<file path="src/rtl/tl_bridge_pkg.sv">
// Shared definitions for the TileLink <-> host-packet bridges: byte-lane
// offsets of the 16-byte host packet, channel IDs and the packing helper.
package tl_bridge_pkg;

    localparam int PKT_W     = 128;

    localparam int CHAN_LSB  = 0;
    localparam int OPC_LSB   = 8;
    localparam int SIZE_LSB  = 16;
    localparam int UNION_LSB = 24;
    localparam int ADDR_LSB  = 32;
    localparam int DATA_LSB  = 64;

    localparam logic [2:0] CH_A = 3'd0;
    localparam logic [2:0] CH_D = 3'd3;

    // Builds one host packet; only union[7:0] and address[31:0] fit the format.
    function automatic logic [PKT_W-1:0] pack_tl_frame(
        input logic [2:0]  chan_id,
        input logic [2:0]  opcode,
        input logic [2:0]  param,
        input logic [7:0]  size,
        input logic [7:0]  union_lo,
        input logic [31:0] address,
        input logic [63:0] data,
        input logic        corrupt
    );
        logic [PKT_W-1:0] pkt;
        pkt                  = '0;
        pkt[CHAN_LSB  +: 8]  = {5'b0, chan_id};
        pkt[OPC_LSB   +: 8]  = {corrupt, param, 1'b0, opcode};
        pkt[SIZE_LSB  +: 8]  = size;
        pkt[UNION_LSB +: 8]  = union_lo;
        pkt[ADDR_LSB  +: 32] = address;
        pkt[DATA_LSB  +: 64] = data;
        return pkt;
    endfunction

endpackage

</file>
<file path="src/rtl/tilelink_to_uart_bridge_packet_fifo.sv">
// Synchronous FIFO with asynchronous active-high reset. Pointers and the
// occupancy count carry one extra bit so that DEPTH itself is representable.
// Push is ignored when full and pop is ignored when empty.
module packet_fifo #(
    parameter int WIDTH = 128,
    parameter int DEPTH = 4
) (
    input  logic                     clk,
    input  logic                     rst,
    input  logic                     push,
    input  logic [WIDTH-1:0]         push_data,
    input  logic                     pop,
    output logic                     full,
    output logic                     empty,
    output logic [$clog2(DEPTH):0]   count,
    output logic [WIDTH-1:0]         head_data
);

    localparam int IDX_W = $clog2(DEPTH);
    localparam int PTR_W = IDX_W + 1;

    logic [WIDTH-1:0] mem [DEPTH];
    logic [PTR_W-1:0] wr_ptr;
    logic [PTR_W-1:0] rd_ptr;
    logic             do_push;
    logic             do_pop;

    assign full      = (count == PTR_W'(DEPTH));
    assign empty     = (count == '0);
    assign do_push   = push & ~full;
    assign do_pop    = pop & ~empty;
    assign head_data = mem[rd_ptr[IDX_W-1:0]];

    // Storage, pointers and occupancy; reset clears everything so the head reads 0.
    always_ff @(posedge clk or posedge rst) begin
        if (rst) begin
            for (int i = 0; i < DEPTH; i++) begin
                mem[i] <= '0;
            end
            wr_ptr <= '0;
            rd_ptr <= '0;
            count  <= '0;
        end else begin
            if (do_push) begin
                mem[wr_ptr[IDX_W-1:0]] <= push_data;
                wr_ptr                 <= wr_ptr + PTR_W'(1);
            end
            if (do_pop) begin
                rd_ptr <= rd_ptr + PTR_W'(1);
            end
            case ({do_push, do_pop})
                2'b10:   count <= count + PTR_W'(1);
                2'b01:   count <= count - PTR_W'(1);
                default: count <= count;
            endcase
        end
    end

endmodule

</file>
<file path="src/rtl/tilelink_to_uart_bridge.sv">
// Return-path bridge: packs single-beat TileLink frames into 16-byte host
// packets, queues them in a small FIFO and keeps bring-up debug counters.
//
// Handshakes: a transfer happens on a rising tl_clk edge where both valid
// and ready are high. Producers hold valid and data steady until that edge;
// tl_out_ready depends only on FIFO occupancy (no same-cycle pop look-ahead);
// packet_valid stays high and packet_data stays stable until accepted.
module tilelink_to_uart_bridge
    import tl_bridge_pkg::*;
#(
    parameter int DEPTH = 4,
    parameter int CNT_W = 16
) (
    input  logic              tl_clk,
    input  logic              reset,
    input  logic              tl_out_valid,
    output logic              tl_out_ready,
    input  logic [2:0]        tl_out_bits_chanId,
    input  logic [2:0]        tl_out_bits_opcode,
    input  logic [2:0]        tl_out_bits_param,
    input  logic [7:0]        tl_out_bits_size,
    input  logic [7:0]        tl_out_bits_source,
    input  logic [63:0]       tl_out_bits_address,
    input  logic [63:0]       tl_out_bits_data,
    input  logic              tl_out_bits_corrupt,
    input  logic [8:0]        tl_out_bits_union,
    input  logic              tl_out_bits_last,
    output logic              packet_valid,
    input  logic              packet_ready,
    output logic [PKT_W-1:0]  packet_data,
    output logic [CNT_W-1:0]  frame_count,
    output logic [CNT_W-1:0]  error_count,
    output logic              union_trunc
);

    logic                   fifo_full;
    logic                   fifo_empty;
    logic [$clog2(DEPTH):0] fifo_count;
    logic                   accept;
    logic                   is_error;
    logic [PKT_W-1:0]       packed_frame;
    logic                   unused_bits;

    // Fields that the host format has no room for, plus the spare occupancy.
    assign unused_bits = ^{tl_out_bits_source, tl_out_bits_address[63:32],
                           tl_out_bits_last, fifo_count};

    assign tl_out_ready = ~fifo_full;
    assign packet_valid = ~fifo_empty;
    assign accept       = tl_out_valid & ~fifo_full;

    // Denied (union bit 0) or corrupt responses on channel D are errors.
    assign is_error     = (tl_out_bits_chanId == CH_D) &
                          (tl_out_bits_corrupt | tl_out_bits_union[0]);

    assign packed_frame = pack_tl_frame(tl_out_bits_chanId, tl_out_bits_opcode,
                                        tl_out_bits_param, tl_out_bits_size,
                                        tl_out_bits_union[7:0],
                                        tl_out_bits_address[31:0],
                                        tl_out_bits_data, tl_out_bits_corrupt);

    packet_fifo #(
        .WIDTH (PKT_W),
        .DEPTH (DEPTH)
    ) u_fifo (
        .clk       (tl_clk),
        .rst       (reset),
        .push      (accept),
        .push_data (packed_frame),
        .pop       (packet_ready),
        .full      (fifo_full),
        .empty     (fifo_empty),
        .count     (fifo_count),
        .head_data (packet_data)
    );

    // Debug counters: frames wrap, errors saturate, truncation flag is sticky.
    always_ff @(posedge tl_clk or posedge reset) begin
        if (reset) begin
            frame_count <= '0;
            error_count <= '0;
            union_trunc <= 1'b0;
        end else if (accept) begin
            frame_count <= frame_count + CNT_W'(1);
            if (is_error && (error_count != '1)) begin
                error_count <= error_count + CNT_W'(1);
            end
            if (tl_out_bits_union[8]) begin
                union_trunc <= 1'b1;
            end
        end
    end

endmodule

</file>
<file path="config.mk">
export PLATFORM = sky130hd
export DESIGN_NAME = tilelink_to_uart_bridge
export DESIGN_NICKNAME = d
export VERILOG_FILES = /design/src/rtl/tl_bridge_pkg.sv /design/src/rtl/tilelink_to_uart_bridge_packet_fifo.sv /design/src/rtl/tilelink_to_uart_bridge.sv
export SDC_FILE = /design/constraint.sdc
export NUM_CORES = 1
export LEC_CHECK = 0
export ABC_AREA = 0
export CORE_MARGIN = 2
export CORE_UTILIZATION = 40
export DETAILED_ROUTE_END_ITERATION = 16
export SYNTH_ARGS = -nofsm -noshare
export SYNTH_HDL_FRONTEND = slang
export SYNTH_HIERARCHICAL = 1
export SYNTH_SLANG_ARGS = --single-unit
</file>
<file path="constraint.sdc">
create_clock -name tl_clk -period 64.9 [get_ports tl_clk]
set_input_delay 19.47 -clock tl_clk [delete_from_list [all_inputs] [get_ports tl_clk]]
set_output_delay 19.47 -clock tl_clk [all_outputs]
set_load 0.1 [all_outputs]
</file>
# After elaboration in Yosys (flattened, before gate mapping)
# Index checks and enable logic that the tools add are counted.
# op_classes
add_sub_neg	6
n_mul	0
div	0
magnitude_cmp	3
n_eq_ne	5
n_shift	0
mux	7
bitwise	9
reduce_logical	6
# ops
op	n
$bwmux W512	1
$mux W128	3
$bmux W128 S2	1
$demux W128 S2	1
$add A16 B1 Y16 const B	2
$ne A16 B16 Y1 const B	1
$add A3 B1 Y3 const B	3
$ge A3 B3 Y1 const B	2
$not A2 Y3	2
$pmux W3 S2	1
$and A1 B1 Y1	4
$reduce_and A2 Y1	2
$eq A3 B2 Y1 const B	1
$eq A3 B3 Y1 const B	1
$logic_not A3 Y1	1
$lt A3 B1 Y1 const B	1
$sub A3 B1 Y3 const B	1
$eq A2 B1 Y1 const B	1
$eq A2 B2 Y1 const B	1
$logic_and A1 B1 Y1	2
$not A1 Y1	2
$reduce_bool A2 Y1	1
$or A1 B1 Y1	1
# word_totals
regBits	554
latch_bits	0
mem_bits_rw	0
mem_bits_ro	0
input_bits	168
output_inout_bits	163
word_cells	46
mem_count	0

# Depth between registers and ports, before layout
# Gate-level depths: netlist of run 1.
# logic_depth
ltp_word	6
ltp_mapped	10
ltp_nobuf	9

# By module
# Netlist of run 1, hierarchy kept.
# modules_own_cells
module	instances	cells_each	area_per_inst_um2	seq_area_each_um2
packet_fifo	1	1278	22665.5	12987.5
tilelink_to_uart_bridge	1	141	1649.1	825.8

# Worst setup path after synthesis of run 1
# Ideal clock, no wire load.
# synth_timing
path_type	flip-flop to output port
from	reg u_fifo.rd_ptr[0]
to	out packet_data[100]
arrival_time_ns	1.741
required_time_ns	45.430
slack_ns	43.689
stages_incl_launch_ff	5
n_path_buf	3
cell_sequence	dfrtp_1 clkbuf_1 buf_2 buf_4 mux4_2
# synth_between
elab_chain_cells	4
# synth_lines
item	line_no	rtl
start: declaration	tilelink_to_uart_bridge_packet_fifo.sv:24	logic [PTR_W-1:0] rd_ptr;
start signal: assignment	tilelink_to_uart_bridge_packet_fifo.sv:49	rd_ptr <= rd_ptr + PTR_W'(1);
$not A2 Y3 (not written as such)	tilelink_to_uart_bridge_packet_fifo.sv:32	assign head_data = mem[rd_ptr[IDX_W-1:0]];
$bmux W128 S2	tilelink_to_uart_bridge_packet_fifo.sv:32	
$mux W128 (not written as such) (2 in a row)	tilelink_to_uart_bridge_packet_fifo.sv:32	
end: declaration	tilelink_to_uart_bridge.sv:30	output logic [PKT_W-1:0] packet_data,
# No other way between the ends. The select of a mux whose other input is x is not followed.

# Worst setup path in the final report of run 1
# layout_timing
from	reg u_fifo.rd_ptr[1]
to	out packet_data[71]
# Same word-level chain as after synthesis.

==> results.md, run 1 <==
GRT:
- The global routing met1 resource utilization is a little under a quarter.
- Global routing used between 10% and 20% of the available tracks across all layers.
- Entering global routing, the biggest net connects between 100 and 150 pins.
- The global-route wire length before repair is 85930 um.
- The met2 usage is between 20% and 30%.
- The most used routing layer in global routing is met2.
- For this run, global-route usage on met3 was measured as around 5.3%.
- The via count of the first global-routing pass is roughly 15000.
- Summed over all layers, the global routing overflow is 0.
- The initial antenna violation count is 6.

Die:
- After floorplanning, the core was sized to cover approximately 60000 um2.
- The floorplan step defined a die boundary enclosing roughly 63000 um2.
- The die height is roughly 250 um.
- The count of standard-cell rows is 90.
- Once the floorplan was initialized, standard cells occupied around 40% of the core.
- The floorplan step set the die width to roughly 250 um.
- The count of boundary I/O pins is around 330.

Synthesis:
- The post-synthesis average cell area is 17.14 um2.
- The cell count after synthesis came out at roughly 1400.
- The register bit total from synthesis is ~550.
- Of the synthesized area, sequential elements account for a little under three fifths.
- After synthesis, the netlist uses 39 different library cells.
- The cell area that synthesis handed to floorplanning was ~24000 um2.
- The synthesis warning total is 6.

Clock tree:
- The clock passes through at most 3 buffers.
- The tree is rooted in a clkbuf_16.
- Once the clock tree was built, the setup fixing pass inserted 0 buffers.
- Counting the buffers created by CTS gives 61.
- The number of gates resized after CTS was 0.
- Hold repair after CTS inserted 0 buffers.
- The clock reaches the later pin of the worst-skew pair after 0.61 ns.
- The CTS tree is yes.
- The post-CTS clock slew at the launch and capture registers of the worst setup and hold paths is about 0.060 ns.
- The H-tree depth reported by CTS is 2.
- CTS saw 552 sinks.

Timing:
- Setup repair after global routing left no endpoint under its margin.
- The relative max-transition margin is 26.02%.
- Summed over all failing endpoints, the final setup total negative slack is 0 ns.
- Setup violations remaining at the end of the flow were counted as 0.
- The final-report hold violation count came to 0.
- The time the worst path needs with I/O delays and setup is 23.68 ns.
- The fmax is about 42 MHz.
- Once routing completed, OpenROAD measured the worst setup slack at between 40 and 50 ns.
- The final number of max-transition violations is 0.
- The clock tree skew after final layout is about 0.014 ns.
- At the pin with the least slew margin, the transition time is approximately 1.1 ns.
- The share of the clock period used by the worst path is a little over a third.

Layout:
- Cells fill 49.19% of the core in the end.
- The top cell types in the final layout, fill and taps aside, are dfrtp_1 (550), mux2_2 (515), clkdlybuf4s50_1 (289).
- The final layout contains 1902 nets.
- The layout-stage area growth over the synthesis result is 21.89%.
- The layout has between 5000 and 6000 filler cells.
- The sequential cell area is 13820 um2.
- The post-route netlist has a little over two fifths of its cells at a drive strength greater than 1.
- The multi-input combinational cells in the finished layout cover a total of about 9800 um2.
- The finished layout holds 2554 standard cells, fillers aside.
- Leaving out fill and tap cells, the most frequent cell in the layout is dfrtp_1.

Setup path:
- The maximum fanout along the worst path is 56.
- Data arrives at the worst endpoint at around 4.2 ns.
- The worst setup path is of the flop to primary output kind.
- The combined buffer and inverter count along the critical path is 2.
- The kind of cell with the highest combined delay along the critical path is buffers and inverters.
- For the worst setup path, the data required time is between 40 and 50 ns.
- The critical path capture point type is a primary output.
- The kind of start point of the critical path is a flop.
- The critical path's slowest cell is dfrtp_4.
- The largest single stage delay on the critical path is between 1 and 1.5 ns.
- The critical path goes through buf_4 > mux4_2 > clkdlybuf4s50_1.

Routing:
- The total via count in the routed design is ~13000.
- After detailed routing, the average wire length per cell comes to around 21 um.
- Using the TritonRoute via totals, the vias-per-cell ratio works out to 5.229.
- In this run the remaining antenna-violating nets after routing total 0.
- The total detailed-routing wirelength is about 54000 um.
- The first-pass detailed-route iteration total is 4.
- After the first detailed-routing iteration, the DRC count stood at ~520.
- In the routed design, unresolved DRC markers number 0.

Place:
- Detailed placement ended at an HPWL of roughly 32000 um.
- The last weighted congestion value of the routability-driven placer is 0.7499.
- The setup slack at placement is 41.43 ns.
- The number of instances in the placed design is between 2000 and 2500.
- The count of input and output buffers is about 290.

Status:
- The flow ran to the end, and the final reports show no timing, DRC or antenna violations.

Hold path:
- The path type of the worst min-delay path is flop to flop.

Job:
- The max-capacitance violation count is 0.
## Yosys cell counts (all sizes together)
cell | instances | share of area, %
fa | 1 | 0.082
mux4 | 128 | 12
clkbuf | 1 | 0.015
and4b | 1 | 0.046
and2b | 1 | 0.036
a21o | 1 | 0.036
inv | 9 | 0.14
nor3b | 2 | 0.11
and2 | 1 | 0.026
mux2 | 515 | 24
nand2b | 2 | 0.051
nor4 | 10 | 0.46
o2111ai | 1 | 0.11
nor2 | 10 | 0.15
nand3 | 6 | 0.12
mux2i | 1 | 0.041
ha | 7 | 0.36
o31a | 1 | 0.036
or2 | 1 | 0.026
xor2 | 26 | 0.94
conb | 1 | 0.015
nand3b | 1 | 0.031
dfrtp | 552 | 57
nand2 | 19 | 0.29
xnor2 | 10 | 0.36
nor2b | 2 | 0.082
and3 | 4 | 0.10
nand4 | 8 | 0.27
and4 | 2 | 0.072
nor3 | 7 | 0.14
buf | 87 | 3.3
nor4b | 1 | 0.036
## area by class of cell
type / instances / area share [%]
flip-flops and latches: 552 / 46.63
multi-input cells: 793 / 33.02
repair buffers: 309 / 10.31
clock buffers: 97 / 6.223
well taps: 782 / 3.301
clock inverters: 10 / 0.3588
inverters: 9 / 0.1393
diodes: 2 / 0.01689
## worst paths after layout
kind	cells after the start	startpoint	slack (ns)	to
max	3	u_fifo/rd_ptr[1]	41.22	packet_data[71]
min	1	union_trunc	0.46	union_trunc
max reg2reg	6	u_fifo/count[2]	61.36	u_fifo/mem[126]
min reg2reg	1	union_trunc	0.46	union_trunc
max in group asynchronous	5	reset	42.24	u_fifo/mem[48]
min in group asynchronous	2	reset	19.33	u_fifo/mem[145]
## routing by layer
layer,part of all wire [%],vias up
met5,0.097,-
met4,2.2,8
met3,6.3,89
met2,48,247
met1,43,7156
li1,-,5856
## metrics by stage
step	hold WS, ns	instance area [um2]
floorplan	0.4751	24400
global placement	0.4398	27680
detailed placement	0.4482	27680
CTS	0.4615	29630
global route	0.4718	29630
finish	0.4573	29640
## cell families (layout without fill, tap and decap cells)
| group | after synthesis | in the layout | synth area share, % |
|---|---|---|---|
| compound gates | 3 | 3 | 0.1801 |
| xor+xnor | 36 | 36 | 1.297 |
| fa+ha+maj | 8 | 8 | 0.4425 |
| buf+inv | 97 | 425 | 3.448 |
| flops | 552 | 552 | 56.81 |
| mux | 644 | 644 | 35.75 |
| other cells | 1 | 26 | 0.01542 |
| simple gates | 78 | 78 | 2.058 |
## registers in the layout, summed over array words and instances, names as in the netlist
name,cells
error_count,16
frame_count,16
u_fifo/count,3
u_fifo/mem,512
u_fifo/rd_ptr,2
u_fifo/wr_ptr,2
union_trunc,1
Power of run 1 is left out: the tool's default activity adds up to more than one toggle a clock period on the data nets, which glitch-free logic cannot reach.
==> run 2: changes to the inputs <==
Clock period 64.9 ns to 24 ns, I/O delays scaled along.
==> run 2 against run 1 <==
  * Critical path depth unchanged
  * First-iteration DRC count increased by 15%
  * Utilization rose by 0.17 points
  * Via count is 0.94% lower
  * Non-clock buffer count increased by 1
  * Clock skew is 0.0058 ns higher
  * Die area did not move
  * Register-to-register slack got worse by 41 ns
  * Sequential share of layout area fell by 0.16 points
==> results.md, run 2 (synthesis gave the netlist of run 1 again) <==
Place:
- The count of buffers added on input and output ports is approximately 290.
- The post-detailed-placement half-perimeter wirelength is 31680 um.
- The last weighted congestion value of the routability-driven placer is around 0.75.
- Including well taps, the total number of placed cells is about 2400.

Die:
- The core region area is 60250 um2.
- about 330 I/O pins were placed.
- The floorplan step set the die width to approximately 250 um.
- In this run the core area contains 90 standard-cell rows.
- The die area is 62780 um2.
- The die height is 250.6 um.
- The initial utilization of the core area, before any placement, comes to approximately two fifths.

Clock tree:
- Post-CTS repair changed the size of 0 cells.
- The clock root buffer is clkbuf_16.
- The sink count of the clock tree is around 550.
- After clock tree synthesis, the flow added hold-fix buffers numbering 0.
- At the later pin of the worst-skew pair, clock insertion delay measures about 0.60 ns.
- Clock-pin slew was measured on the worst setup and hold paths at 0.06 ns.
- The H-tree depth reported by CTS is 2.
- The number of buffers created by CTS is 60.
- The number of buffers inserted to repair setup after CTS is 0.
- The longest clock path from root to sink contains 3 buffers.
- TritonCTS built the clock tree.

Layout:
- At the end of the flow, the number of nets in the layout was 1902.
- The largest register by flop count is u_fifo/mem.
- Leaving out fill and tap cells, the most frequent cells in the layout are dfrtp_1 (550), mux2_2 (515), clkdlybuf4s50_1 (289).
- The proportion of layout cells with a drive suffix above 1 is 44.39%.
- The count of non-filler cells in the finished layout is 2556.
- The commonest non-fill, non-tap cell in the layout is dfrtp_1.
- The flip-flop count of the largest register after layout is around 510.
- The layout-stage area growth over the synthesis result is 22.32%.
- The largest registers in the layout are u_fifo/mem (512), error_count (16), frame_count (16).

Setup path:
- Along the worst path, the maximum fanout reaches 50.
- On the critical path, the stage with the largest delay is an instance of dfrtp_4.
- The data arrival time of the critical path is 4.11 ns.
- The critical path capture point type is a primary output.
- The critical path class is flop to primary output.
- The signal on the critical path passes through buf_4 > mux4_2 > clkdlybuf4s50_1.
- The worst setup path is launched from a flop.
- The kind of cell with the highest combined delay along the critical path is buffers and inverters.
- The combined buffer and inverter count along the critical path is 2.
- The worst path required time is 16.80 ns.
- The largest incremental delay on the critical path is between 1 and 1.5 ns.

Status:
- The flow ran to the end, and the final reports show no timing, DRC or antenna violations.

Routing:
- The routed layout has between 10000 and 15000 vias.
- The pre-antenna-repair detailed-routing pass consisted of 4 iterations.
- The number of vias per cell after detailed routing is 5.176.
- For this run, design rule violations remaining after detail routing come to 0.
- Summed over all layers, the routed wires come to between 50000 and 60000 um.
- In the final routed layout, each cell accounts on average for between 20 and 25 um.
- The residual antenna-violating net count after detailed routing is 0.
- In this run, the number of DRC markers left after iteration 0 of detailed routing was 596.

Timing:
- The share of the clock period used by the worst path is roughly 47%.
- Setup violations remaining at the end of the flow were counted as 0.
- The final number of max-transition violations was 0.
- The setup TNS is 0 ns.
- Based on the critical path, the design can be clocked at up to roughly 88 MHz.
- Headroom to the max-slew limit came out at between 20 and 30%.
- For the pin with the worst max-slew slack, the measured transition is ~1.1 ns.
- Between clock sinks in the finished design, the worst skew comes to 0.02017 ns.
- Setup repair after global routing left no endpoint under its margin.
- The time the worst path needs with I/O delays and setup is about 11 ns.
- The final-report hold violation count came to 0.

GRT:
- Summed over all layers, the global routing overflow is 0.
- The initial antenna violation count is 4.
- The via count of the first global-routing pass is around 15000.
- Global routing used around 17% of the available tracks.
- The largest net degree at the start of global routing is about 180.
- The global-route wire length before repair is ~85000 um.

Hold path:
- The path type of the worst min-delay path is flop to flop.

Job:
- The max-capacitance violation count is 0.
[run 2: layout make-up]
type	count	area, um2
multi-input cells	793	9786
repair buffers	310	3063
diodes	1	2.502
clock buffers	85	1787
clock inverters	24	264.0
well taps	782	978.4
inverters	9	41.29
fillers	5130	30500
flip-flops and latches	552	13820
[run 2: stage by stage]
step / setup slack, ns / hold WS (ns) / instance area (um2) / utilization, %
2_1_floorplan: 2.302 / 0.4751 / 24400 / -
3_5_place_dp: 13.19 / 0.4444 / 27690 / 45.96
3_3_place_gp: 13.19 / 0.4426 / 27690 / 45.96
5_1_grt: 12.41 / 0.4883 / 29740 / 49.36
4_1_cts: 12.53 / 0.4586 / 29740 / 49.36
6_report: 12.69 / 0.4567 / 29740 / 49.37
[run 2: worst paths after layout]
check	endpoint	from	slack, ns	cells after the start
setup reg to reg	u_fifo/mem[405]	u_fifo/count[2]	20.70	7
hold / removal	union_trunc	union_trunc	0.46	1
max in group asynchronous	u_fifo/mem[131]	reset	14.22	4
min in group asynchronous	u_fifo/mem[401]	reset	7.17	2
setup / recovery	packet_data[81]	u_fifo/rd_ptr[1]	12.69	3
hold reg to reg	union_trunc	union_trunc	0.46	1
[run 2: metal layers]
layer	track usage [%]	wire (um)	vias to the layer above
met5	0	47	-
met4	4.192	934	6
met3	5.092	3280	77
met2	28.25	25710	234
met1	22.30	22920	7052
li1	-	-	5862
[run 2: worst reg2reg max path, delay by kind of cell (launching register included)]
| kind | cells | cell delay [ns] |
|---|---|---|
| and+or+nand+nor | 4 | 0.87 |
| buffers and inverters | 2 | 1.42 |
| DFF | 1 | 0.41 |
| muxes | 1 | 0.46 |
Power of run 2 is left out for the same reason.
